<file path="src/rtl/bbox_finder.sv">
// Scans a stored 24-bit RGB image and reports the bounding box of dark pixels.
// Optional macro BBOX_MARGIN_EN pads the reported box by MARGIN per side, clamped to the image.
module bbox_finder #(
  parameter int WIDTH  = 100,
  parameter int HEIGHT = 100,
  parameter int THRESH = 384,
  parameter int MARGIN = 2
) (
  input  logic        clk,
  input  logic        rst_n,
  input  logic        start,
  output logic        done,
  output logic [23:0] readAddr,
  input  logic [15:0] readdata,
  output logic [10:0] xMin,
  output logic [10:0] xMax,
  output logic [10:0] yMin,
  output logic [10:0] yMax,
  output logic        found
);

  typedef enum logic [2:0] {S_IDLE, S_READ, S_ACC, S_EVAL, S_FINISHED} state_t;

  state_t      r_state, w_next;
  logic [10:0] r_x, r_y;
  logic [1:0]  r_rgb;
  logic [9:0]  r_sum;
  logic [10:0] r_bxMin, r_bxMax, r_byMin, r_byMax;
  logic        r_bfound;

  logic        w_clear, w_hit, w_last, w_nfound, w_unused;
  logic [10:0] w_nxMin, w_nxMax, w_nyMin, w_nyMax;
  logic [10:0] w_oxMin, w_oxMax, w_oyMin, w_oyMax;

  assign w_clear  = ((r_state == S_IDLE) || (r_state == S_FINISHED)) && start;
  assign w_hit    = r_sum < 10'(THRESH);
  assign w_last   = (r_x == 11'(WIDTH - 1)) && (r_y == 11'(HEIGHT - 1));
  assign done     = (r_state == S_FINISHED);
  assign readAddr = 24'(r_x) * 24'(HEIGHT * 3) + 24'(r_y) * 24'd3 + 24'(r_rgb);

  // Running box including the pixel being evaluated this cycle.
  assign w_nxMin  = (w_hit && (r_x < r_bxMin)) ? r_x : r_bxMin;
  assign w_nxMax  = (w_hit && (r_x > r_bxMax)) ? r_x : r_bxMax;
  assign w_nyMin  = (w_hit && (r_y < r_byMin)) ? r_y : r_byMin;
  assign w_nyMax  = (w_hit && (r_y > r_byMax)) ? r_y : r_byMax;
  assign w_nfound = r_bfound | w_hit;

`ifdef BBOX_MARGIN_EN
  assign w_unused = ^readdata[15:8];

  always_comb begin
    int v;
    v       = int'(w_nxMin) - MARGIN;
    w_oxMin = (v < 0) ? '0 : 11'(v);
    v       = int'(w_nxMax) + MARGIN;
    w_oxMax = (v > WIDTH - 1) ? 11'(WIDTH - 1) : 11'(v);
    v       = int'(w_nyMin) - MARGIN;
    w_oyMin = (v < 0) ? '0 : 11'(v);
    v       = int'(w_nyMax) + MARGIN;
    w_oyMax = (v > HEIGHT - 1) ? 11'(HEIGHT - 1) : 11'(v);
  end
`else
  assign w_unused = ^readdata[15:8] ^ (MARGIN != 0);
  assign w_oxMin  = w_nxMin;
  assign w_oxMax  = w_nxMax;
  assign w_oyMin  = w_nyMin;
  assign w_oyMax  = w_nyMax;
`endif

  always_ff @(posedge clk or negedge rst_n) begin
    if (!rst_n) r_state <= S_IDLE;
    else        r_state <= w_next;
  end

  always_comb begin
    w_next = r_state;
    case (r_state)
      S_IDLE:     if (start) w_next = S_READ;
      S_READ:     w_next = S_ACC;
      S_ACC:      w_next = (r_rgb == 2'd2) ? S_EVAL : S_READ;
      S_EVAL:     w_next = w_last ? S_FINISHED : S_READ;
      S_FINISHED: if (start) w_next = S_READ;
      default:    w_next = S_IDLE;
    endcase
  end

  always_ff @(posedge clk or negedge rst_n) begin
    if (!rst_n) begin
      r_x      <= '0;
      r_y      <= '0;
      r_rgb    <= '0;
      r_sum    <= '0;
      r_bxMin  <= '0;
      r_bxMax  <= '0;
      r_byMin  <= '0;
      r_byMax  <= '0;
      r_bfound <= 1'b0;
      xMin     <= '0;
      xMax     <= '0;
      yMin     <= '0;
      yMax     <= '0;
      found    <= 1'b0;
    end else if (w_clear) begin
      r_x      <= '0;
      r_y      <= '0;
      r_rgb    <= '0;
      r_sum    <= '0;
      r_bxMin  <= 11'(WIDTH - 1);
      r_bxMax  <= '0;
      r_byMin  <= 11'(HEIGHT - 1);
      r_byMax  <= '0;
      r_bfound <= 1'b0;
    end else begin
      case (r_state)
        S_ACC: begin
          r_sum <= r_sum + {2'b00, readdata[7:0]};
          if (r_rgb != 2'd2) r_rgb <= r_rgb + 2'd1;
        end
        S_EVAL: begin
          r_bxMin  <= w_nxMin;
          r_bxMax  <= w_nxMax;
          r_byMin  <= w_nyMin;
          r_byMax  <= w_nyMax;
          r_bfound <= w_nfound;
          r_sum    <= '0;
          r_rgb    <= '0;
          if (r_y == 11'(HEIGHT - 1)) begin
            r_y <= '0;
            r_x <= w_last ? '0 : r_x + 11'd1;
          end else begin
            r_y <= r_y + 11'd1;
          end
          if (w_last) begin
            found <= w_nfound;
            xMin  <= w_nfound ? w_oxMin : '0;
            xMax  <= w_nfound ? w_oxMax : '0;
            yMin  <= w_nfound ? w_oyMin : '0;
            yMax  <= w_nfound ? w_oyMax : '0;
          end
        end
        default: ;
      endcase
    end
  end

endmodule

</file>
<file path="config.mk">
export PLATFORM = sky130hd
export DESIGN_NAME = bbox_finder
export DESIGN_NICKNAME = d
export VERILOG_FILES = /design/src/rtl/bbox_finder.sv
export SDC_FILE = /design/constraint.sdc
export NUM_CORES = 1
export LEC_CHECK = 0
export BUFFER_PORTS_ARGS = -buffer_cell sky130_fd_sc_hd__buf_4
export CAP_MARGIN = 20
export CORE_MARGIN = 2
export CORE_UTILIZATION = 35
export CTS_CLUSTER_SIZE = 10
export DETAILED_ROUTE_END_ITERATION = 6
export HOLD_SLACK_MARGIN = 0.1
export PLACE_DENSITY = 0.51
export SETUP_SLACK_MARGIN = 0.4
export SYNTH_ARGS = -nofsm -noshare
export SYNTH_HDL_FRONTEND = slang
export SYNTH_SLANG_ARGS = --single-unit
</file>
<file path="constraint.sdc">
create_clock -name clk -period 11.63 [get_ports clk]
set_clock_uncertainty 0.2 [all_clocks]
set_input_delay 0.5815 -clock clk [delete_from_list [all_inputs] [get_ports clk]]
set_output_delay 0.5815 -clock clk [all_outputs]
set_load 0.005 [all_outputs]
</file>
==> flow_summary.ini, run 1 <==
[clock_network]
cts_resized = 0
clock-root-buffer = clkbuf_16
numCtsBuffers = 17
cts_hold_buf = 0
clk_latency_ns = 0.42
cts_tree = done
cts_setup_buffers = 0
cts.sinks = 127
clk_pin_slew_ns = 0.06
htree_levels = 4
clock_path_buffers = 2

[critical_path]
start_kind = flip-flop
cp-end-kind = primary output
path_max_fanout = 14
critPathArrivalTime_ns = 5.79
critPathRequiredTime_ns = 10.85
critical_path_class = reg2out

[die]
rows = 59
coreArea_sq_um = 26210
die_area_sq_um = 28130
die_w_um = 167.7
initial_core_util = 0.3579
io_pins = 89
die_y_um = 167.7

[yosys]
synth_enable_flop_cells = 0
syn_area_per_cell_sq_um = 9.334
syn_inst = 1005
netlist_area_sq_um = 9380
async_flop_share = 1.000
synth.distinct_cells = 58
synth-seq-area-share = 0.3388
synth-seq-cells = 127
synthFlopType = dfrtp_1
ys.warnings.count = 0

[detailed_routing]
drtIter0Drc = 361
antenna_left = 0
wire_per_inst_um = 15.92
drc = 0
vias = 7114
totalWireLength_mm = 22.62
firstDrtPassIters = 4
viasPerCell = 5.006

[timing]
fmax_mhz = 152.2
hold_viol = 0
hold_slack_ns = 0.09844
tightest_slew_ns = 0.9424
relSlewSlack = 0.3717
min_period_over_period = 0.5648
slew_violations = 0
rsz0062_at_grt = false
setup_violations = 0
tns_ns = 0
setup_ws_ns = 5.061
fin_crit_ns = 6.569

[cells_and_area]
stdcell_area_sq_um = 10910
syn_to_final_growth_pct = 16.33
layout-drive-gt1-share = 0.1271
nets = 1241
antenna_cells = 0

[grt]
grt_pass1_wl_mm = 37.02
grt_use_total = 0.1658
grt_pass1_vias = 7082
antenna_found_initial = 0
overflow = 0
grt_start_max_net_pins = 73

[placement]
dp_hpwl_mm = 16.05
pre_cts_ws_ns = 5.467
place.gp.congestion = 0.7686
port_buffers = 77
place_area_sq_um = 10250

[power_and_ir_drop]
leakage_nw = 5.561
ir_drop_v = 0.00008310
power_mw = 1.589
powerDensity_nw_per_um2 = 145.6

[run]
cap_violations = 0

[min_path]
worstHoldPathType = in2async

[run_status]
status = finished, final reports clean
==> final cells by class <==
cell class	instances	area, sq um
fillers	2593	15290
multi-input cells	729	5594
flip-flops and latches	127	3178
repair buffers	88	668.1
clock buffers	19	452.9
well taps	335	419.2
inverters	110	412.9
clock inverters	13	186.4
==> registers in the layout (all words and copies together), names as in the netlist, 11 cells and up <==
name and count:
r_bxMax 11, r_bxMin 11, r_byMax 11, r_byMin 11, r_x 11, r_y 11, xMax 11, xMin 11
yMax 11, yMin 11
==> Yosys cell counts (3+ instances only) <==
master,instances,share of area
o21ai_1,3,0.0016
xor2_1,11,0.010
a31oi_1,8,0.0053
a21oi_1,36,0.019
ha_1,124,0.17
mux2i_1,36,0.038
nor2_1,48,0.019
nand4_1,17,0.011
xnor2_1,37,0.035
nor3_1,13,0.0069
o21a_1,7,0.0056
nor4_1,3,0.0020
clkbuf_1,25,0.010
buf_4,3,0.0024
and3_1,6,0.0040
fa_1,25,0.053
nand2b_1,13,0.0087
o311a_1,5,0.0053
a211o_1,3,0.0028
inv_1,110,0.044
buf_2,8,0.0043
a21o_1,21,0.017
o21ai_0,71,0.038
nor2b_1,6,0.0040
o21bai_1,4,0.0032
nand2_1,120,0.048
dfrtp_1,127,0.34
nand3b_1,4,0.0032
or3_1,6,0.0040
buf_6,4,0.0048
and2_1,4,0.0027
nand3_1,20,0.011
o31ai_1,42,0.034
==> layer usage <==
metal	GRT usage	vias to the layer above	routed length (um)	share of wire
met4	0.03025	0	161	0.0071
met2	0.2825	73	11060	0.49
li1	-	3593	-	-
met5	0	-	0	0
met1	0.2190	3436	10880	0.48
met3	0.03593	12	524	0.023
==> kinds of logic after synthesis <==
kind of cell | share of synthesized area
flops | 0.3388
buf+inv | 0.06603
fa+ha+maj | 0.2188
xor+xnor | 0.04482
mux | 0.03962
compound gates | 0.1566
other cells | 0.0003998
simple gates | 0.1350
==> stage by stage <==
stage / util / std cells
finish: 0.4164 / 1421
global route: 0.4164 / 1421
CTS: 0.4155 / 1419
detailed placement: 0.3911 / 1387
global placement: 0.3911 / 1387
floorplan: - / 1007
==> path summary, 6_finish.rpt <==
| check | start | endpoint | slack, ns | depth (start not counted) |
|---|---|---|---|---|
| max reg2reg | r_x[5] | xMin[0] | 8.32 | 9 |
| min | rst_n | r_sum[1] | 0.1 | 1 |
| max | r_x[4] | readAddr[19] | 5.06 | 21 |
| max in group asynchronous | rst_n | xMax[0] | 9.78 | 2 |
| min reg2reg | r_state[2] | r_state[1] | 0.25 | 1 |
| min in group clk | start | r_state[2] | 0.18 | 2 |
==> placed cells by master, fill, tap and decap left out, types with 5 or more instances in the layout <==
| cell | n |
|---|---|
| dfrtp_1 | 127 |
| ha_1 | 124 |
| nand2_1 | 120 |
| inv_1 | 110 |
| buf_4 | 86 |
| o21ai_0 | 71 |
| nor2_1 | 48 |
| o31ai_1 | 42 |
| xnor2_1 | 37 |
| a21oi_1 | 36 |
| mux2i_1 | 36 |
| fa_1 | 25 |
| a21o_1 | 21 |
| nand3_1 | 20 |
| nand4_1 | 17 |
| clkbuf_16 | 17 |
| nand2b_1 | 13 |
| nor3_1 | 13 |
| xor2_1 | 11 |
| a31oi_1 | 8 |
| o21a_1 | 7 |
| or3_1 | 6 |
| nor2b_1 | 6 |
| and3_1 | 6 |
| o311a_1 | 5 |
==> report_power, final <==
part	switching, mW	total, mW	internal (mW)	leakage (nW)
combinational	0.286	0.474	0.188	3.52
sequential	0.0500	0.537	0.487	1.74
clock	0.207	0.578	0.370	0.302
total	0.543	1.59	1.05	5.56
==> critical path, cell delays in order, from the launching register on <==
cell	delay, ns
dfrtp_1	0.70
ha_1	0.33
ha_1	0.27
inv_1	0.05
fa_1	0.50
fa_1	0.51
inv_1	0.04
ha_1	0.34
o211ai_1	0.12
a21oi_2	0.17
nor2_1	0.08
xor2_1	0.15
fa_1	0.48
inv_1	0.04
ha_1	0.34
nand4_1	0.11
a21o_1	0.19
a31oi_1	0.44
nand2_1	0.10
nor2_1	0.13
xnor2_1	0.13
buf_4	0.13
Note: power is estimated with default switching activity, not from simulation.
==> run 2, diff against run 1 <==
--- a/config.mk
+++ b/config.mk
@@ -12,7 +12,7 @@
 export CTS_CLUSTER_SIZE = 10
 export DETAILED_ROUTE_END_ITERATION = 6
 export HOLD_SLACK_MARGIN = 0.1
-export PLACE_DENSITY = 0.51
+export PLACE_DENSITY = 0.53
 export SETUP_SLACK_MARGIN = 0.4
 export SYNTH_ARGS = -nofsm -noshare
 export SYNTH_HDL_FRONTEND = slang
==> constraint.sdc (replaced) <==
create_clock -name clk -period 5.9 [get_ports clk]
set_clock_uncertainty 0.2 [all_clocks]
set_input_delay 0.295 -clock clk [delete_from_list [all_inputs] [get_ports clk]]
set_output_delay 0.295 -clock clk [all_outputs]
set_load 0.005 [all_outputs]
==> run 2 against run 1 <==
Effect of this change:
- global-route usage up 0.28 points
- via count up 3.7%
- flip-flop and latch count unchanged
- critical path depth down 1
- die area unchanged
- power up 96%
- worst setup slack worse by 4.6 ns
- register-to-register slack worse by 5.8 ns
- sequential share of layout area down 0.88 points
- final cell count up 1.3%
- count of clock-buffer cells in the layout down 1
- largest power group unchanged
- critical endpoint is now readAddr[14]
==> flow_summary.ini, run 2 (synthesis results as in run 1) <==
[die]
initial_core_util = 0.3579
io_pins = 89
rows = 59
die_y_um = 167.7
die_area_sq_um = 28130
coreArea_sq_um = 26210
die_w_um = 167.7

[timing]
setup_violations = 0
tightest_slew_ns = 0.9563
min_period_over_period = 0.9219
slew_violations = 0
hold_viol = 0
fin_crit_ns = 5.439
relSlewSlack = 0.3625
fmax_mhz = 183.9
rsz0062_at_grt = true
tns_ns = 0

[grt]
grt_pass1_wl_mm = 37.96
grt_start_max_net_pins = 50
grt_use_total = 0.1686
grt_pass1_vias = 7357
overflow = 0
antenna_found_initial = 0

[detailed_routing]
viasPerCell = 5.125
firstDrtPassIters = 5
drc = 0
totalWireLength_mm = 23.01
drtIter0Drc = 398
antenna_left = 0
vias = 7380
wire_per_inst_um = 15.98

[cells_and_area]
layout-drive-gt1-share = 0.1629
layout_common_cells = dfrtp_1 (127), nand2_1 (118), ha_1 (115)
stdcell_area_sq_um = 11250
syn_to_final_growth_pct = 19.95
antenna_cells = 0
nets = 1260
final_common_cell = dfrtp_1
fillers = 2535

[power_and_ir_drop]
leakage_nw = 5.634
powerDensity_nw_per_um2 = 276.4
ir_drop_v = 0.0001894

[critical_path]
slowest_delay_ns = 0.51
start_kind = flip-flop
path_max_fanout = 4
path_buf_inv = 5
cp-end-kind = primary output
critPathArrivalTime_ns = 4.94
crit_family = adder cells
crit_top_cell = ha_4
critical_path_class = reg2out
r2r_slack_ns = 2.57
path_cells = ha_4, ha_4, inv_2, fa_1, fa_1, inv_2, ha_4, o211ai_1, a21oi_2, nor2_1, xor2_1, fa_1, inv_2, ha_4, buf_4, nand4_1, a31oi_4, nand2_1, xnor2_1, buf_4
critPathSlowestCell = fa_1
critPathRequiredTime_ns = 5.41

[run_status]
status = finished, final reports clean

[clock_network]
clk_pin_slew_ns = 0.07
clock-root-buffer = clkbuf_16
clk_latency_ns = 0.43
cts_tree = done
htree_levels = 4
numCtsBuffers = 17
clock_path_buffers = 2
cts.sinks = 127

[min_path]
worstHoldPathType = in2reg

[placement]
dp_hpwl_mm = 16.46
place_area_sq_um = 10320
port_buffers = 77
place.gp.congestion = 0.7921

[run]
cap_violations = 0
## run 2: cell count changes in the layout (fill, tap and decap cells not counted), sizes merged
cell	delta
dlygate4sd3	+3
buf	+16
inv	+4
clkinv	-2
bufinv	-1
clkbuf	-1
## run 2: area by class of cell
type | instances | area (sq um) | area share
clock buffers | 18 | 439.2 | 0.03903
clock inverters | 14 | 181.4 | 0.01612
inverters | 110 | 412.9 | 0.03670
multi-input cells | 729 | 5803 | 0.5157
flip-flops and latches | 127 | 3178 | 0.2824
well taps | 335 | 419.2 | 0.03725
repair buffers | 107 | 818.3 | 0.07272
## run 2: worst register-to-register path, delay by kind of cell, from the launching register on
kind                       cells  cell delay [ns]
AOI/OAI and AO/OA              6             1.51
buffers and inverters          2             0.49
DFF                            1             0.41
adders and majority gates      1             0.32
muxes                          1             0.26
## run 2: stage by stage
stage                     power, mW  std cells  utilization  setup slack (ns)  hold WS (ns)
after CTS                     3.145       1434       0.4229            0.3842        0.1099
final                         3.110       1440       0.4294            0.4610        0.1290
after detailed placement      2.011       1396       0.3937            0.4165       0.07706
after global placement        1.997       1396       0.3937            0.4514       0.07545
after global routing          3.311       1440       0.4294            0.2632        0.1820
after floorplan               1.761       1007            -            0.7946       -0.2006
## run 2: path summary, 6_finish.rpt
| kind | cells past startpoint | start | to |
|---|---|---|---|
| setup / recovery | 20 | r_x[6] | readAddr[14] |
| hold / removal | 4 | readdata[1] | r_sum[1] |
| setup reg to reg | 10 | r_x[5] | xMin[1] |
| hold reg to reg | 1 | r_state[2] | r_state[1] |
| max in group asynchronous | 3 | rst_n | r_bxMin[1] |
| min in group asynchronous | 2 | rst_n | r_sum[1] |
## run 2: metal layers
metal,vias to the layer above,share of wire,global-route usage
met1,3588,0.46,0.2199
met3,20,0.036,0.03380
met4,0,0.0091,0.03554
met2,124,0.49,0.2906
li1,3648,-,-
met5,-,0,0
## run 2: power by group
group          total (mW)  internal, mW  switching [mW]
Clock                1.12         0.683           0.437
Combinational       0.932         0.374           0.558
Sequential           1.06         0.960          0.0970
Total                3.11          2.02            1.09
## run 2: repair_timing
action                     4_1_cts  5_1_grt
buffers inserted                 3        4
setup endpoints to repair        9       10
hold buffers                     3        0
hold endpoints to repair        33        0
pin swaps                        9       15
resized for setup               14       22
==> run 3, diff against run 2 <==
--- a/config.mk
+++ b/config.mk
@@ -11,8 +11,10 @@
 export CORE_UTILIZATION = 35
 export CTS_CLUSTER_SIZE = 10
 export DETAILED_ROUTE_END_ITERATION = 6
+export GPL_ROUTABILITY_DRIVEN = 0
 export HOLD_SLACK_MARGIN = 0.1
 export PLACE_DENSITY = 0.53
+export RECOVER_POWER = 50
 export SETUP_SLACK_MARGIN = 0.4
 export SYNTH_ARGS = -nofsm -noshare
 export SYNTH_HDL_FRONTEND = slang
==> run 3 against run 2 <==
Effect of this change:
- the run now ends with capacitance limit, slew limit left
- clock power hardly changed
- combinational power is essentially flat
- critical endpoint unchanged
- largest cell class unchanged
- highest routed layer unchanged
- first-iteration DRC count decreased by 3.0%
- maximum frequency about the same
==> flow_summary.ini, run 3 (synthesis results as in run 1) <==
[run_status]
status = finished with violations
failed_checks = capacitance limit, slew limit

[power_and_ir_drop]
switching_share = 0.3518
ir_drop_v = 0.0001903
internal_power_mw = 2.016
switching_power_mw = 1.094
power_mw = 3.111
clockPowerShare = 0.360
p_seq_frac = 0.340
pwr-share-comb = 0.300
powerDensity_nw_per_um2 = 277.1
leakage_nw = 5.581

[clock_network]
clk_latency_ns = 0.43
clock_path_buffers = 2
cts.sinks = 127
cts_tree = done
numCtsBuffers = 17
htree_levels = 4
clk_pin_slew_ns = 0.07
clock-root-buffer = clkbuf_16

[grt]
grt_pass1_vias = 7357
grt_use_total = 0.1686
antenna_found_initial = 0
overflow = 0
grt_start_max_net_pins = 50
grt_pass1_wl_mm = 37.96

[detailed_routing]
drc = 0
wire_per_inst_um = 15.98
totalWireLength_mm = 23.01
antenna_left = 0
drtIter0Drc = 386
viasPerCell = 5.117
firstDrtPassIters = 5
vias = 7369

[timing]
fmax_mhz = 183.8
tightest_slew_ns = 2.703
tns_ns = 0
min_period_over_period = 0.9223
setup_violations = 0
relSlewSlack = -0.8017
hold_viol = 0
hold_slack_ns = 0.1291
slew_violations = 132
rsz0062_at_grt = true
fin_crit_ns = 5.441

[die]
die_y_um = 167.7
die_w_um = 167.7
rows = 59
coreArea_sq_um = 26210
initial_core_util = 0.3579
die_area_sq_um = 28130
io_pins = 89

[critical_path]
start_kind = flip-flop
cp-end-kind = primary output
slowest_delay_ns = 0.51
critical_path_class = reg2out
critPathArrivalTime_ns = 4.95
critPathSlowestCell = fa_1
path_cells = ha_4, ha_4, inv_2, fa_1, fa_1, inv_2, ha_4, o211ai_1, a21oi_2, nor2_1, xor2_1, fa_1, inv_2, ha_4, buf_4, nand4_1, a31oi_4, nand2_1, xnor2_1, buf_4
critPathRequiredTime_ns = 5.41
crit_top_cell = ha_4
path_max_fanout = 4

[cells_and_area]
final_common_cell = dfrtp_1
layout-drive-gt1-share = 0.1557
antenna_cells = 0
nets = 1260
layout_common_cells = dfrtp_1 (127), nand2_1 (118), ha_1 (115)
layout.cells.non_filler = 1440
syn_to_final_growth_pct = 19.67

[run]
cap_violations = 3

[placement]
dp_hpwl_mm = 16.46
port_buffers = 77
dp_cells = 1396

[min_path]
worstHoldPathType = in2reg
## run 3: path summary, 6_finish.rpt
path                                 to  slack, ns        start  cells after the start
setup / recovery           readAddr[14]       0.46       r_x[6]                     20
hold / removal                 r_sum[1]       0.13  readdata[1]                      4
max in group asynchronous    r_bxMax[1]       1.44        rst_n                      3
setup reg to reg                xMin[1]       2.57       r_x[5]                     10
min in group asynchronous      r_sum[1]       0.71        rst_n                      2
hold reg to reg              r_state[1]       0.26   r_state[2]                      1
## run 3: power groups by stage
| stage | clock (mW) | combinational [mW] | sequential [mW] |
|---|---|---|---|
| 4_1_cts | 1.14 | 0.945 | 1.06 |
| 5_1_grt | 1.18 | 1.05 | 1.07 |
| 6_report | 1.12 | 0.934 | 1.06 |
| 3_3_place_gp | 0 | 0.925 | 1.07 |
| 3_5_place_dp | 0 | 0.936 | 1.07 |
| 2_1_floorplan | 0 | 0.721 | 1.04 |
## run 3: layout make-up
class	instances	area, sq um
Clock buffer	18	439.2
Multi-Input combinational cell	729	5803
Clock inverter	14	181.4
Fill cell	2545	14980
Tap cell	335	419.2
Inverter	110	412.9
Sequential cell	127	3178
Timing Repair Buffer	107	792.0
## run 3: layer usage
layer  global-route usage  share of wire  vias to the layer above
li1                     -              -                     3655
met1               0.2199           0.47                     3581
met2               0.2906           0.49                      111
met3              0.03380          0.032                       22
met4              0.03554         0.0094                        0
met5                    0              0                        -
## run 3: metrics by stage
step                        util  worst slack (ns)  instance area (sq um)
after global routing      0.4284            0.2632                  11230
after global placement    0.3937            0.4514                  10320
after floorplan                -            0.7946                   9388
after detailed placement  0.3937            0.4165                  10320
after CTS                 0.4229            0.3842                  11080
final                     0.4284            0.4586                  11230
## run 3: worst max-delay path, delay by kind of cell (launching register included)
family          cells  cell delay (ns)
compound gates      3             0.56
flops               1             0.41
fa+ha+maj           7             2.50
simple gates        3             0.36
buf+inv             5             0.37
xor+xnor            2             0.31
## run 3: repair_timing
action	4_1_cts	5_1_grt
setup endpoints to repair	9	10
setup buffers	3	4
resized for setup	14	22
pin swaps	9	15
hold buffers	3	0
endpoints found under the hold margin	33	0
